<file path="config.mk">
export PLATFORM = sky130hd
export DESIGN_NAME = alu_arbiter
export DESIGN_NICKNAME = d
export VERILOG_FILES = /design/src/rtl/alu_arbiter.sv
export SDC_FILE = /design/constraint.sdc
export NUM_CORES = 1
export LEC_CHECK = 0
export CORE_UTILIZATION = 41
export CTS_CLUSTER_SIZE = 10
export DETAILED_ROUTE_END_ITERATION = 16
export HOLD_SLACK_MARGIN = 0.12
export PLACE_DENSITY = 0.8
export SYNTH_ARGS = -nofsm -noshare
export SYNTH_HDL_FRONTEND = slang
export SYNTH_SLANG_ARGS = --single-unit
</file>
<file path="constraint.sdc">
create_clock -name clk -period 2.2 [get_ports clk]
set_input_delay 0.22 -clock clk [delete_from_list [all_inputs] [get_ports clk]]
set_output_delay 0.22 -clock clk [all_outputs]
set_load 0.02 [all_outputs]
</file>
<file path="src/rtl/alu_arbiter.sv">
`default_nettype none
// ============================================================================
//  Module      : alu_arbiter
//  Description : Shares one combinational ALU between two requesters.
//                Round-robin grant in IDLE. The winner's operands and command
//                are registered onto the ALU inputs. They are held for SETTLE
//                cycles so the ripple chain can settle. The result and flags
//                are then captured and returned over a valid/ready response.
//  Ports       : clk, rst_n (sync, active-low)
//                req_valid/ready/a/b/cmd [0|1]  - request channels
//                rsp_valid/ready [0|1]          - response handshake
//                rsp_result, rsp_carryout/zero/overflow - shared response bus
//                alu_operandA/B, alu_command    - registered drive to the ALU
//                alu_result, alu_carryout/zero/overflow - from the ALU
//                busy                           - high outside IDLE
//  Revision    : 1.0 - initial release
// ============================================================================
module alu_arbiter #(
  parameter int WIDTH  = 32,
  parameter int SETTLE = 4
) (
  input  logic             clk,
  input  logic             rst_n,
  input  logic             req_valid0,
  input  logic             req_valid1,
  output logic             req_ready0,
  output logic             req_ready1,
  input  logic [WIDTH-1:0] req_a0,
  input  logic [WIDTH-1:0] req_a1,
  input  logic [WIDTH-1:0] req_b0,
  input  logic [WIDTH-1:0] req_b1,
  input  logic [2:0]       req_cmd0,
  input  logic [2:0]       req_cmd1,
  output logic             rsp_valid0,
  output logic             rsp_valid1,
  input  logic             rsp_ready0,
  input  logic             rsp_ready1,
  output logic [WIDTH-1:0] rsp_result,
  output logic             rsp_carryout,
  output logic             rsp_zero,
  output logic             rsp_overflow,
  output logic [WIDTH-1:0] alu_operandA,
  output logic [WIDTH-1:0] alu_operandB,
  output logic [2:0]       alu_command,
  input  logic [WIDTH-1:0] alu_result,
  input  logic             alu_carryout,
  input  logic             alu_zero,
  input  logic             alu_overflow,
  output logic             busy
);

  // A SETTLE of 0 is treated as 1 so that capture never happens on the
  // same edge that loads the ALU inputs.
  localparam int SETTLE_EFF = (SETTLE < 1) ? 1 : SETTLE;
  localparam int CNT_W      = (SETTLE_EFF > 1) ? $clog2(SETTLE_EFF) : 1;
  localparam logic [CNT_W-1:0] CNT_INIT = CNT_W'(SETTLE_EFF - 1);

  typedef enum logic [1:0] {
    ST_IDLE    = 2'd0,
    ST_SETTLE  = 2'd1,
    ST_RESPOND = 2'd2
  } state_t;

  state_t           state_q, state_d;
  logic             last_q, last_d;       // requester served most recently
  logic             id_q, id_d;           // requester owning the in-flight op
  logic [CNT_W-1:0] cnt_q, cnt_d;
  logic [WIDTH-1:0] op_a_q, op_a_d;
  logic [WIDTH-1:0] op_b_q, op_b_d;
  logic [2:0]       cmd_q, cmd_d;
  logic [WIDTH-1:0] res_q, res_d;
  logic             cout_q, cout_d;
  logic             zero_q, zero_d;
  logic             ovf_q, ovf_d;
  logic             rsp_valid_q, rsp_valid_d;

  logic grant0, grant1;
  logic sel_rsp_ready;

  always_comb begin
    // On a tie the requester that was not served last wins.
    grant0 = req_valid0 && (!req_valid1 || last_q);
    grant1 = req_valid1 && (!req_valid0 || !last_q);
    // rst_n gates ready so nothing is accepted while reset is asserted.
    req_ready0 = (state_q == ST_IDLE) && grant0 && rst_n;
    req_ready1 = (state_q == ST_IDLE) && grant1 && rst_n;
    // Only the owner's rsp_ready can complete the response.
    sel_rsp_ready = id_q ? rsp_ready1 : rsp_ready0;

    state_d     = state_q;
    last_d      = last_q;
    id_d        = id_q;
    cnt_d       = cnt_q;
    op_a_d      = op_a_q;
    op_b_d      = op_b_q;
    cmd_d       = cmd_q;
    res_d       = res_q;
    cout_d      = cout_q;
    zero_d      = zero_q;
    ovf_d       = ovf_q;
    rsp_valid_d = rsp_valid_q;

    case (state_q)
      ST_IDLE: begin
        if (req_ready0) begin
          op_a_d  = req_a0;
          op_b_d  = req_b0;
          cmd_d   = req_cmd0;
          id_d    = 1'b0;
          cnt_d   = CNT_INIT;
          state_d = ST_SETTLE;
        end else if (req_ready1) begin
          op_a_d  = req_a1;
          op_b_d  = req_b1;
          cmd_d   = req_cmd1;
          id_d    = 1'b1;
          cnt_d   = CNT_INIT;
          state_d = ST_SETTLE;
        end
      end
      ST_SETTLE: begin
        if (cnt_q != '0) begin
          cnt_d = cnt_q - 1'b1;
        end else begin
          res_d       = alu_result;
          cout_d      = alu_carryout;
          zero_d      = alu_zero;
          ovf_d       = alu_overflow;
          rsp_valid_d = 1'b1;
          state_d     = ST_RESPOND;
        end
      end
      ST_RESPOND: begin
        if (rsp_valid_q && sel_rsp_ready) begin
          rsp_valid_d = 1'b0;
          last_d      = id_q;
          state_d     = ST_IDLE;
        end
      end
      default: state_d = ST_IDLE;
    endcase
  end

  always_ff @(posedge clk) begin
    if (!rst_n) begin
      state_q     <= ST_IDLE;
      last_q      <= 1'b1;
      id_q        <= 1'b0;
      cnt_q       <= '0;
      op_a_q      <= '0;
      op_b_q      <= '0;
      cmd_q       <= '0;
      res_q       <= '0;
      cout_q      <= 1'b0;
      zero_q      <= 1'b0;
      ovf_q       <= 1'b0;
      rsp_valid_q <= 1'b0;
    end else begin
      state_q     <= state_d;
      last_q      <= last_d;
      id_q        <= id_d;
      cnt_q       <= cnt_d;
      op_a_q      <= op_a_d;
      op_b_q      <= op_b_d;
      cmd_q       <= cmd_d;
      res_q       <= res_d;
      cout_q      <= cout_d;
      zero_q      <= zero_d;
      ovf_q       <= ovf_d;
      rsp_valid_q <= rsp_valid_d;
    end
  end

  assign rsp_valid0   = rsp_valid_q && !id_q;
  assign rsp_valid1   = rsp_valid_q && id_q;
  assign rsp_result   = res_q;
  assign rsp_carryout = cout_q;
  assign rsp_zero     = zero_q;
  assign rsp_overflow = ovf_q;
  assign alu_operandA = op_a_q;
  assign alu_operandB = op_b_q;
  assign alu_command  = cmd_q;
  assign busy         = (state_q != ST_IDLE);

endmodule
`default_nettype wire

</file>
==> impl_metrics.yaml, run 1 <==
status:
  outcome: "completed"
pwr:
  vdd_drop_max_mv: 0.430
  cellLeakagePower_nw: 3.24
  p_per_area_nw_per_um2: 775
yosys:
  synth_top_cells_by_area: "dfxtp_1, o311a_1, o31a_1"
  yosysTopAreaCell: "dfxtp_1"
  yosysWarnings: 0
  syn_area_sq_um: 5660
  synth_cell_types: 31
  ys_seq_area_share_pct: 38.5
  synth_seq_cells: 109
  synth_nets: 852
  avgSynthCellArea_sq_um: 8.38
  synthCells: 676
  synth_top_cell_area_share_pct: 38.5
worst_setup_path:
  cp_cell_sequence: "nor3b_2 -> and3_1 -> clkdlybuf4s50_1"
  worst-setup-path-type: "register to output pin"
  path_buf_inv: 1
  endpoint_kind: "output pin"
  crit_family: "buffers and inverters"
  slowest_delay_ns: 0.62
  required_ns: 1.98
  critPathMaxFanout: 7
  cp-start-kind: "register"
  crit_arrival_ns: 1.88
  slowest_stage: "clkdlybuf4s50_1"
global_route:
  gr-usage-met3_pct: 6.27
  overflow: 0
  grt_max_degree: 96
  track_usage_pct: 26.3
  grt_pass1_vias: 6117
  grt_antenna_before_repair: 0
  grt_pass1_wl_um: 30500
  grtUsageMet1_pct: 29.5
  grt_util_met2_pct: 47.5
  grt-busiest-layer: "met2"
sta:
  hold_ws_ns: 0.430
  tns_ns: 0
  drv_slew: 0
  period_needed_ns: 2.10
  final-setup-viol-count: 0
  fmax_ghz: 0.477
  maxSlewHeadroom_pct: 49.7
  fin_worst_skew_ns: 0.00878
  min_period_over_period_pct: 95.2
  rsz0062_at_grt: "no"
  worstMarginPinSlew_ns: 0.754
  finalHoldViolCount: 0
die:
  die_w_um: 120
  rows: 42
  fp.dieH_um: 120
  dieArea_sq_um: 14300
  design.core.area_sq_um: 13300
  initial_core_util_pct: 42.4
  ioPinCount: 282
cells_and_area:
  syn_to_final_growth_pct: 56.4
  drive_gt1_share_pct: 4.86
  final_cell_mix: "clkdlybuf4s50_1, nand2_1, dfxtp_1"
  diodes: 0
  final_common_cell: "clkdlybuf4s50_1"
  final_nets: 1077
route:
  wl_per_cell_um: 18.0
  drt-total-wl_um: 19500
  drc: 0
  vias: 6201
  detail-route-antenna-nets: 0
  drt_pass1_iterations: 5
  viasPerCell: 5.73
  drt-initial-drc-count: 439
clocking:
  clock-sinks: 109
  cts_buffer_depth: 2
  clkLatencyLatePin_ns: 0.35
  hold_buffers: 0
  htreeDepth: 3
  cts_buffers: 9
  root_buffer: "clkbuf_16"
  cts_tree: "built"
  clk_pin_slew_ns: 0.08
place:
  hpwl_um: 13000
  port-buffer-count: 281
  gp_congestion: 0.783
flow_run:
  cap_violations: 0
min_path:
  hold_class: "primary input to register"
==> final cells by class <==
class                           count  area, sq um
Clock inverter                      6         55.1
Clock buffer                       10          239
Inverter                            6         22.5
Multi-Input combinational cell    475         3130
Fill cell                        1101         4490
Timing Repair Buffer              300         3010
Tap cell                          176          220
Sequential cell                   109         2180
==> worst min-delay path, stage by stage <==
cell and delay (ns):
clkdlybuf4s50_1 0.40, nand2_1 0.05, a21boi_0 0.06
==> synthesized netlist by cell type, drive strengths merged <==
cell type	n
mux2	1
clkinv	1
and3	1
and3b	1
nor3	68
nand3b	1
o21a	1
o31ai	1
nor3b	2
ha	1
clkbuf	73
a21oi	1
o31a	68
mux2i	1
nand3	1
dfxtp	109
o311ai	1
o311a	68
nand2	142
inv	5
nand2b	1
nor2b	1
o21bai	67
buf	13
a21boi	38
nor2	5
or3b	1
o21ai	3
==> routing by layer <==
metal	vias up	part of all wire, %
li1	2958	-
met5	-	0
met2	259	49
met1	2949	40
met3	35	7.9
met4	0	2.9
==> flip-flops by register name (all words and copies together) (netlist names) <==
name          flops
rsp_zero          1
id_q              1
rsp_result       32
rsp_overflow      1
last_q            1
rsp_carryout      1
alu_operandB     32
rsp_valid_q       1
alu_command       3
state_q           2
cnt_q             2
alu_operandA     32
==> report_power, final <==
group          switching (mW)  internal [mW]
Clock                   0.795          0.823
Combinational            1.41           1.37
Sequential              0.172           2.29
Total                    2.38           4.48
==> kinds of logic after synthesis <==
kind of cell | share of synthesized area (%)
AOI/OAI and AO/OA | 37.2
adders and majority gates | 0.221
buffers and inverters | 6.78
DFF | 38.5
muxes | 0.376
and+or+nand+nor | 16.9
==> stage by stage <==
step	util [%]	worst slack [ns]	std cells	cell area [sq um]	power, mW
global route	66.4	0.0404	1082	8860	7.21
detailed placement	64.1	0.247	1066	8560	5.28
finish	66.4	0.105	1082	8860	6.86
global placement	64.1	0.285	1066	8560	5.18
floorplan	-	0.242	676	5660	4.07
CTS	66.4	0.101	1082	8860	6.90
==> what timing repair did <==
action / 4_1_cts / 5_1_grt
resized for setup: 2 / 0
endpoints found under the setup margin: 2 / 0
buffers inserted: 0 / 0
==> final timing paths <==
kind / start / endpoint / slack (ns) / depth (start not counted)
min: alu_result[27] / rsp_result[27]$_SDFFE_PN0P_ / 0.43 / 3
max reg2reg: state_q[1]$_SDFFE_PN0P_ / alu_operandB[13]$_SDFFE_PN0P_ / 0.32 / 4
max: state_q[1]$_SDFFE_PN0P_ / req_ready1 / 0.10 / 3
min reg2reg: rsp_zero$_SDFFE_PN0P_ / rsp_zero$_SDFFE_PN0P_ / 0.47 / 2
No activity file was read; power rests on OpenSTA's default activity.
==> run 2, diff against run 1 <==
--- a/config.mk
+++ b/config.mk
@@ -5,11 +5,12 @@
 export SDC_FILE = /design/constraint.sdc
 export NUM_CORES = 1
 export LEC_CHECK = 0
-export CORE_UTILIZATION = 41
+export CORE_UTILIZATION = 37
 export CTS_CLUSTER_SIZE = 10
 export DETAILED_ROUTE_END_ITERATION = 16
 export HOLD_SLACK_MARGIN = 0.12
-export PLACE_DENSITY = 0.8
+export PLACE_DENSITY = 0.76
+export SLEW_MARGIN = 40
 export SYNTH_ARGS = -nofsm -noshare
 export SYNTH_HDL_FRONTEND = slang
 export SYNTH_SLANG_ARGS = --single-unit
==> constraint.sdc (replaced) <==
create_clock -name clk -period 1.8 [get_ports clk]
set_input_delay 0.18 -clock clk [delete_from_list [all_inputs] [get_ports clk]]
set_output_delay 0.18 -clock clk [all_outputs]
set_load 0.02 [all_outputs]
==> run 2 against run 1 <==
  * The run now ends with negative setup slack left
  * Clock skew is 0.0024 ns lower
  * Clock power increased by 29%
  * Combinational power grew 31%
  * Hold slack lost 0.089 ns
  * Sequential cell count is the same
  * Sequential share of layout area down 0.81 points
  * Critical path depth increased by 1
  * Cell count is 2.2% higher
  * Critical endpoint is now alu_operandB[3]$_SDFFE_PN0P_
==> impl_metrics.yaml, run 2 (synthesized netlist as in run 1, its figures left out) <==
worst_setup_path:
  slowest_stage: "or3b_4"
  required_ns: 2.04
  reg2reg_depth: 4
  cp-start-kind: "register"
  worst-setup-path-type: "register to register"
  crit_arrival_ns: 2.07
  endpoint_kind: "register"
  cp_cell_sequence: "or3b_4 -> bufbuf_16 -> o31a_1 -> o311a_1"
  r2r-end: "alu_operandB[3]$_SDFFE_PN0P_"
  slowest_delay_ns: 0.48
  critPathMaxFanout: 11
  ff2ff_setup_slack_ns: -0.03
  timing.rr.start: "state_q[0]$_SDFFE_PN0P_"
clocking:
  hold_buffers: 0
  clk_pin_slew_ns: 0.08
  cts_buffers: 9
  cts_tree: "built"
  clock-sinks: 109
  root_buffer: "clkbuf_16"
  htreeDepth: 3
  cts_buffer_depth: 2
  clkLatencyLatePin_ns: 0.35
min_path:
  whs_endpoint: "id_q$_SDFFE_PN0P_"
  hold_depth: 4
  min_from: "req_valid0"
  hold_class: "primary input to register"
cells_and_area:
  drive_gt1_share_pct: 6.83
  syn_to_final_growth_pct: 61.8
  final_cells: 1106
  final_cell_mix: "clkdlybuf4s50_1, nand2_1, dfxtp_1, o31a_1, o311a_1"
  final-seq-area_sq_um: 2180
  final_nets: 1093
  multi_input_area_sq_um: 3140
  diodes: 0
  fillCellCount: 1313
  final_common_cell: "clkdlybuf4s50_1"
  fin_util_pct: 62.1
pwr:
  cellLeakagePower_nw: 3.42
  p_per_area_nw_per_um2: 954
  vdd_drop_max_mv: 0.553
status:
  outcome: "finished with violations"
  violations: "negative setup slack"
place:
  gp_congestion: 0.762
  port-buffer-count: 281
  pre_cts_ws_ns: 0.00971
  placed_cells: 1084
  hpwl_um: 12300
die:
  initial_core_util_pct: 38.4
  ioPinCount: 282
  design.core.area_sq_um: 14800
  fp.dieH_um: 126
  dieArea_sq_um: 15800
  die_w_um: 126
  rows: 44
route:
  wl_met3_um: 1370
  met2_length_um: 8810
  viasPerCell: 5.50
  top_layer_used: "met4"
  drt_pass1_iterations: 4
  vias: 6078
  wl_met1_um: 8310
  drc: 0
  drt-total-wl_um: 18800
  wl_per_cell_um: 17.0
  detail-route-antenna-nets: 0
  drt-initial-drc-count: 469
global_route:
  overflow: 0
  grt_pass1_wl_um: 29900
  track_usage_pct: 23.6
  grt_antenna_before_repair: 0
  grt_max_degree: 76
  grt_pass1_vias: 5808
flow_run:
  cap_violations: 0
sta:
  tns_ns: -0.541
  rsz0062_at_grt: "yes"
  fin_worst_skew_ns: 0.00642
  fmax_ghz: 0.545
  final-setup-viol-count: 34
  drv_slew: 0
  period_needed_ns: 1.83
  maxSlewHeadroom_pct: 55.7
  worstMarginPinSlew_ns: 0.665
  min_period_over_period_pct: 102
  finalHoldViolCount: 0
  setup_slack_ns: -0.0335
-- run 2: timing repair --
action                     4_1_cts  5_1_grt
gates cloned                     2        0
resized for setup                4        4
setup buffers                    4        0
setup endpoints to repair        5       69
pin swaps                       13        8
-- run 2: how the worst max path moves through the flow --
stage | from | endpoint | slack, ns | depth (start not counted)
6_report | state_q[0]$_SDFFE_PN0P_ | alu_operandB[3]$_SDFFE_PN0P_ | -0.03 | 4
5_1_grt | state_q[0]$_SDFFE_PN0P_ | alu_operandA[13]$_SDFFE_PN0P_ | -0.08 | 4
4_1_cts | state_q[0]$_SDFFE_PN0P_ | alu_operandB[3]$_SDFFE_PN0P_ | -0.03 | 4
3_5_place_dp | state_q[0]$_SDFFE_PN0P_ | alu_operandA[3]$_SDFFE_PN0P_ | 0.01 | 4
3_3_place_gp | state_q[0]$_SDFFE_PN0P_ | alu_operandB[30]$_SDFFE_PN0P_ | 0.04 | 4
2_1_floorplan | state_q[1]$_SDFFE_PN0P_ | alu_command[0]$_SDFFE_PN0P_ | 0.03 | 6
-- run 2: final cells by class --
type | instances | share of cell area, %
Timing Repair Buffer | 316 | 35.8
Multi-Input combinational cell | 475 | 34.2
Sequential cell | 109 | 23.8
Clock buffer | 10 | 2.61
Tap cell | 184 | 2.51
Clock inverter | 6 | 0.751
Inverter | 6 | 0.246
-- run 2: per-layer routing --
layer	vias up	GRT usage, %
met4	0	8.75
li1	2984	-
met1	2836	29.6
met2	234	39.3
met5	-	0
met3	24	5.27
-- run 2: power breakdown --
part,total (mW),internal [mW],switching [mW]
sequential,2.99,2.80,0.197
clock,2.09,1.13,0.965
combinational,3.66,1.90,1.76
-- run 2: through the flow --
step	hold slack, ns	total power, mW	instance area [sq um]
after detailed placement	0.457	6.56	8740
after global placement	0.451	6.54	8740
final	0.341	8.75	9170
after floorplan	0.325	4.98	5670
after global routing	0.392	9.20	9170
after CTS	0.335	8.81	9160
-- run 2: worst max-delay path, delay by kind of cell (launching register included) --
| family | cells | cell delay [ns] |
|---|---|---|
| AND/OR/NAND/NOR | 1 | 0.48 |
| flip-flops | 1 | 0.34 |
| AO/OA/AOI/OAI | 2 | 0.59 |
| buffers and inverters | 1 | 0.31 |
==> edit 1, RTL diff (settings of run 2) <==
Set the parameter `WIDTH` to 16 (it was 32).
--- a/src/rtl/alu_arbiter.sv
+++ b/src/rtl/alu_arbiter.sv
@@ -16,7 +16,7 @@
 //  Revision    : 1.0 - initial release
 // ============================================================================
 module alu_arbiter #(
-  parameter int WIDTH  = 32,
+  parameter int WIDTH  = 16,
   parameter int SETTLE = 4
 ) (
   input  logic             clk,
Interface: changed (8 resized); port bits go from 282 to 154. The function was not compared with the original's and may differ.
==> edit 1 against run 2 <==
- synthesized cell count down 44%
- area after synthesis shrank 44%
- global-route usage is 2.3 points lower
- combinational power fell by 47%
- power down 47%
- count of clock-buffer cells in the layout up 2
- sequential share of layout area up 0.45 points
- fmax rose by 7.6%
- clock power is 50% lower
- final area decreased by 45%
- setup slack improved by 130 ps
- sequential cell count shrank 48
- routed wire length decreased by 49%
- critical endpoint is now rsp_valid1
- largest cell class is now multi-input combinational cells
==> edit 1: results (changes against run 2) <==
H-tree level count 3 (unchanged); I/O Buffers 153 (-46%); number of violations reported at the end of detailed-routing iteration 0 90 (-81%); number of synthesis warnings 0 (unchanged); Post-Place Cells 613 (-43%); leading register cell type out of synthesis sky130_fd_sc_hd__dfxtp_1; maximum number of pins on one net before global-route repair 59 (-22%); crit path DAT 1520 ps (-550 ps); number of endpoints failing setup at the final stage 0 (-100%); largest vdd supply drop 0.0005014 V (-9.4%); all-layer global routing usage 21.29% (-2.3 points); Distinct cells, synth 32 (+3.2%); number of CTS-inserted buffers 9 (unchanged); final setup skew 5.533 ps (-0.8911 ps); cell count after synthesis 378 (-44%); Synth Area in Compound Gates 36.07% (-1.1 points); number of nets produced by synthesis 474 (-44%); Via density 5.453 (-0.77%); Wirelength per Cell 15.48 microns (-9.2%); clock insertion delay at the later pin of the skew report 330 ps (-20 ps); cell types occupying the most area after synthesis sky130_fd_sc_hd__dfxtp_1, sky130_fd_sc_hd__o311a_1, sky130_fd_sc_hd__o31a_1; relative slew slack 52.24% (-3.4 points); # Post-CTS Setup Buffers 0 (-4); class of the worst hold path in -> reg; status complete, no violations; half-perimeter wire length of the detailed placement result 6605 microns (-46%); share of cell area taken by muxes after synthesis 0.6688% (+0.29 points); clock tree buffer depth 2 (unchanged); Static Leakage 1.908 nW (-44%); register clock-pin slew on the reported worst setup and hold paths 60 ps (-20 ps); fin nets 615 (-44%); proportion of layout cells with a drive suffix above 1 8.429% (+1.6 points); largest fanout on the critical path 5 (-6); count of placed standard cells in the final layout, fillers left out 627 (-43%); clock root buffer sky130_fd_sc_hd__clkbuf_8; final weighted congestion of routability-driven global placement 0.7534 (-1.1%); synthesized-area fraction occupied by xor and xnor cells 0% (unchanged); vias in the first global route 3210 (-45%); adder and majority cell fraction of the synthesized area 0.3934% (+0.17 points); Ant. Diodes 0 (unchanged); most instantiated cells after synthesis sky130_fd_sc_hd__nand2_1, sky130_fd_sc_hd__dfxtp_1, sky130_fd_sc_hd__clkbuf_1; antenna violations before repair 0 (unchanged); portion of the post-synthesis area used by sequential elements 38.39% (-0.13 points); instance count along the most critical hold path 4 (unchanged); wire length of the first global-routing pass 15060 microns (-50%)
==> edit 1: cell count changes after synthesis, sizes merged, moves of 32 or more <==
cell and delta:
nand2 -64, dfxtp -48, clkbuf -36, nor3 -32, o21bai -32, o311a -32
o31a -32
==> edit 1: path summary, 6_finish.rpt <==
path,from,to,slack (ps)
setup / recovery,id_q,rsp_valid1,100
hold / removal,rst_n,state_q[0],210
setup reg to reg,state_q[1],alu_operandB[14],100
hold reg to reg,rsp_result[8],rsp_result[8],460
==> edit 1: routing by layer <==
layer	track usage (%)	wire (microns)	part of all wire, %	vias to the layer above
met2	37.05	4649	48	126
met1	25.07	4225	44	1601
li1	-	-	-	1677
met5	0	0	0	-
met4	6.566	132	1.4	0
met3	6.200	696	7.2	15
==> edit 1: power breakdown <==
group / switching (mW) / internal, mW / leakage [nW]
combinational: 0.953 / 0.979 / 1.32
clock: 0.487 / 0.555 / 0.0881
sequential: 0.114 / 1.57 / 0.501
total: 1.55 / 3.10 / 1.91
==> edit 1: cells by family (layout without fill, tap and decap cells) <==
group	count (synthesis)	in the layout
AOI/OAI and AO/OA	136	136
muxes	2	2
DFF	61	61
buffers and inverters	50	194
and+or+nand+nor	128	128
adders and majority gates	1	1
==> edit 1: worst max-delay path, cell delays in order (launching register included) <==
cell                              delay (ps)
sky130_fd_sc_hd__dfxtp_1                 410
sky130_fd_sc_hd__inv_1                    80
sky130_fd_sc_hd__nor2_1                   90
sky130_fd_sc_hd__clkdlybuf4s50_1         620
==> edit 1: final cells by class <==
type / count / area (sq um)
clock buffer: 12 / 155.1
clock inverter: 2 / 10.01
fill: 746 / 3227
inverter: 6 / 22.52
multi-input combinational: 267 / 1758
sequential: 61 / 1221
tap: 105 / 131.4
timing repair buffer: 174 / 1733
==> edit 1: what timing repair did <==
action	4_1_cts	5_1_grt
endpoints found under the hold margin	0	0
endpoints found under the setup margin	2	11
gates resized for setup	3	6
pin swaps	0	0
cloned	0	0
hold buffers	0	0
==> edit 1: per-stage QoR <==
stage | setup WS (ps) | cell area [sq um]
after floorplan | 89.87 | 3186
after global placement | 44.43 | 4867
after detailed placement | 35.61 | 4867
after CTS | 16.37 | 5031
after global routing | 8.054 | 5031
final | 95.59 | 5031
==> edit 2, RTL diff (flow settings as in run 2) <==
Made on the original files. Put one more register stage on the output `rsp_overflow`, cleared by the reset. The value now appears one clock later. The other outputs are not delayed to match.
--- a/src/rtl/alu_arbiter.sv
+++ b/src/rtl/alu_arbiter.sv
@@ -176,7 +176,13 @@
   assign rsp_result   = res_q;
   assign rsp_carryout = cout_q;
   assign rsp_zero     = zero_q;
-  assign rsp_overflow = ovf_q;
+  always_ff @(posedge clk) begin
+    if (!rst_n) begin
+      rsp_overflow <= '0;
+    end else begin
+      rsp_overflow <= ovf_q;
+    end
+  end
   assign alu_operandA = op_a_q;
   assign alu_operandB = op_b_q;
   assign alu_command  = cmd_q;
Function: changed (Yosys sat finds a counterexample within 10 cycles, from zero or initial values and one cycle with rst_n low).
==> edit 2 against run 2 <==
- first-iteration DRC count down 18%
- area after synthesis is 0.49% higher
- final area up 0.79%
- count of clock-buffer cells in the layout decreased by 1
- sequential cell count rose by 1
- routed wire length up 0.49%
- power shrank 0.81%
- via count increased by 1.1%
- setup slack gained 66 ps
==> edit 2: results (changes against run 2) <==
# Post-CTS Setup Buffers 0 (-4); half-perimeter wire length of the detailed placement result 12860 microns (+4.6%); all-layer global routing usage 23.67% (+0.12 points); Worst Setup Slack post-DPL 30.14 ps (+20.44 ps); Reg-to-Reg End alu_operandB[1]; layout filler cell count 1306 (-0.53%); Static Leakage 3.458 nW (+1.1%); Resized Gates After CTS 5 (+1); hold slack final 267.4 ps (-73.75 ps); number of violations reported at the end of detailed-routing iteration 0 384 (-18%); crit path DAT 2000 ps (-70 ps); maximum number of pins on one net before global-route repair 111 (+46%); power density of the placed cells 939.1 nW/um^2 (-1.6%); cell types occupying the most area after synthesis sky130_fd_sc_hd__dfxtp_1, sky130_fd_sc_hd__o311a_1, sky130_fd_sc_hd__o31a_1; most instantiated cells after synthesis sky130_fd_sc_hd__nand2_1, sky130_fd_sc_hd__dfxtp_1, sky130_fd_sc_hd__clkbuf_1; antenna violations before repair 1 (+1); vias in the first global route 5965 (+2.7%); status complete, no violations; Antenna Violating Nets Remaining 0 (unchanged); register-to-register path setup slack 30 ps (+70 ps); proportion of layout cells with a drive suffix above 1 8.298% (+1.5 points); Wirelength per Cell 16.84 microns (-1.2%); number of nets produced by synthesis 854 (+0.23%); wire length of the first global-routing pass 30500 microns (+2.0%); Distinct cells, synth 32 (+3.2%); final setup skew 9.329 ps (+2.905 ps); Via density 5.461 (-0.62%); relative slew slack 43.57% (-12 points); cell count after synthesis 678 (+0.30%)
[edit 2: cell count changes after synthesis, sizes merged]
cell / run 2 / this run
dfxtp: 109 / 110
buf: 13 / 16
clkbuf: 73 / 70
and2: 0 / 1
[edit 2: metal layers]
metal | vias up | global-route usage [%] | wire [microns]
li1 | 3028 | - | -
met1 | 2862 | 29.28 | 8029
met2 | 230 | 40.30 | 9124
met3 | 24 | 5.990 | 1454
met4 | 0 | 7.300 | 333
met5 | - | 0 | 0
[edit 2: critical path, cell delays in order, from the launching register on]
cell                      delay (ps)
sky130_fd_sc_hd__dfxtp_1         320
sky130_fd_sc_hd__or3b_4          450
sky130_fd_sc_hd__buf_12          210
sky130_fd_sc_hd__o31a_1          310
sky130_fd_sc_hd__o311a_1         330
[edit 2: how the worst max path moves through the flow]
stage                       endpoint  slack, ps  cells after the start
global placement    alu_operandB[13]         50                      4
floorplan             alu_command[0]         30                      6
global route         alu_operandA[4]        -20                      4
detailed placement  alu_operandB[13]         30                      4
CTS                 alu_operandB[13]         20                      4
finish               alu_operandB[1]         30                      4
[edit 2: cell type report]
| class | count | share of cell area, % |
|---|---|---|
| diodes | 1 | 0.02709 |
| repair buffers | 332 | 36.06 |
| inverters | 6 | 0.2438 |
| clock buffers | 9 | 2.438 |
| clock inverters | 7 | 0.8804 |
| flip-flops and latches | 110 | 23.84 |
| multi-input cells | 476 | 34.02 |
| well taps | 184 | 2.492 |
[edit 2: cells by family after synthesis]
group	count (synthesis)	share of synthesized area, %
compound gates	248	37.04
simple gates	225	16.91
flops	110	38.69
buf+inv	92	6.771
mux	2	0.3737
fa+ha+maj	1	0.2198
[edit 2: where the power goes]
part	switching (mW)	leakage (nW)	internal (mW)
clock network	0.986	0.147	1.10
registers	0.187	0.903	2.82
logic	1.75	2.41	1.84
total	2.92	3.46	5.76
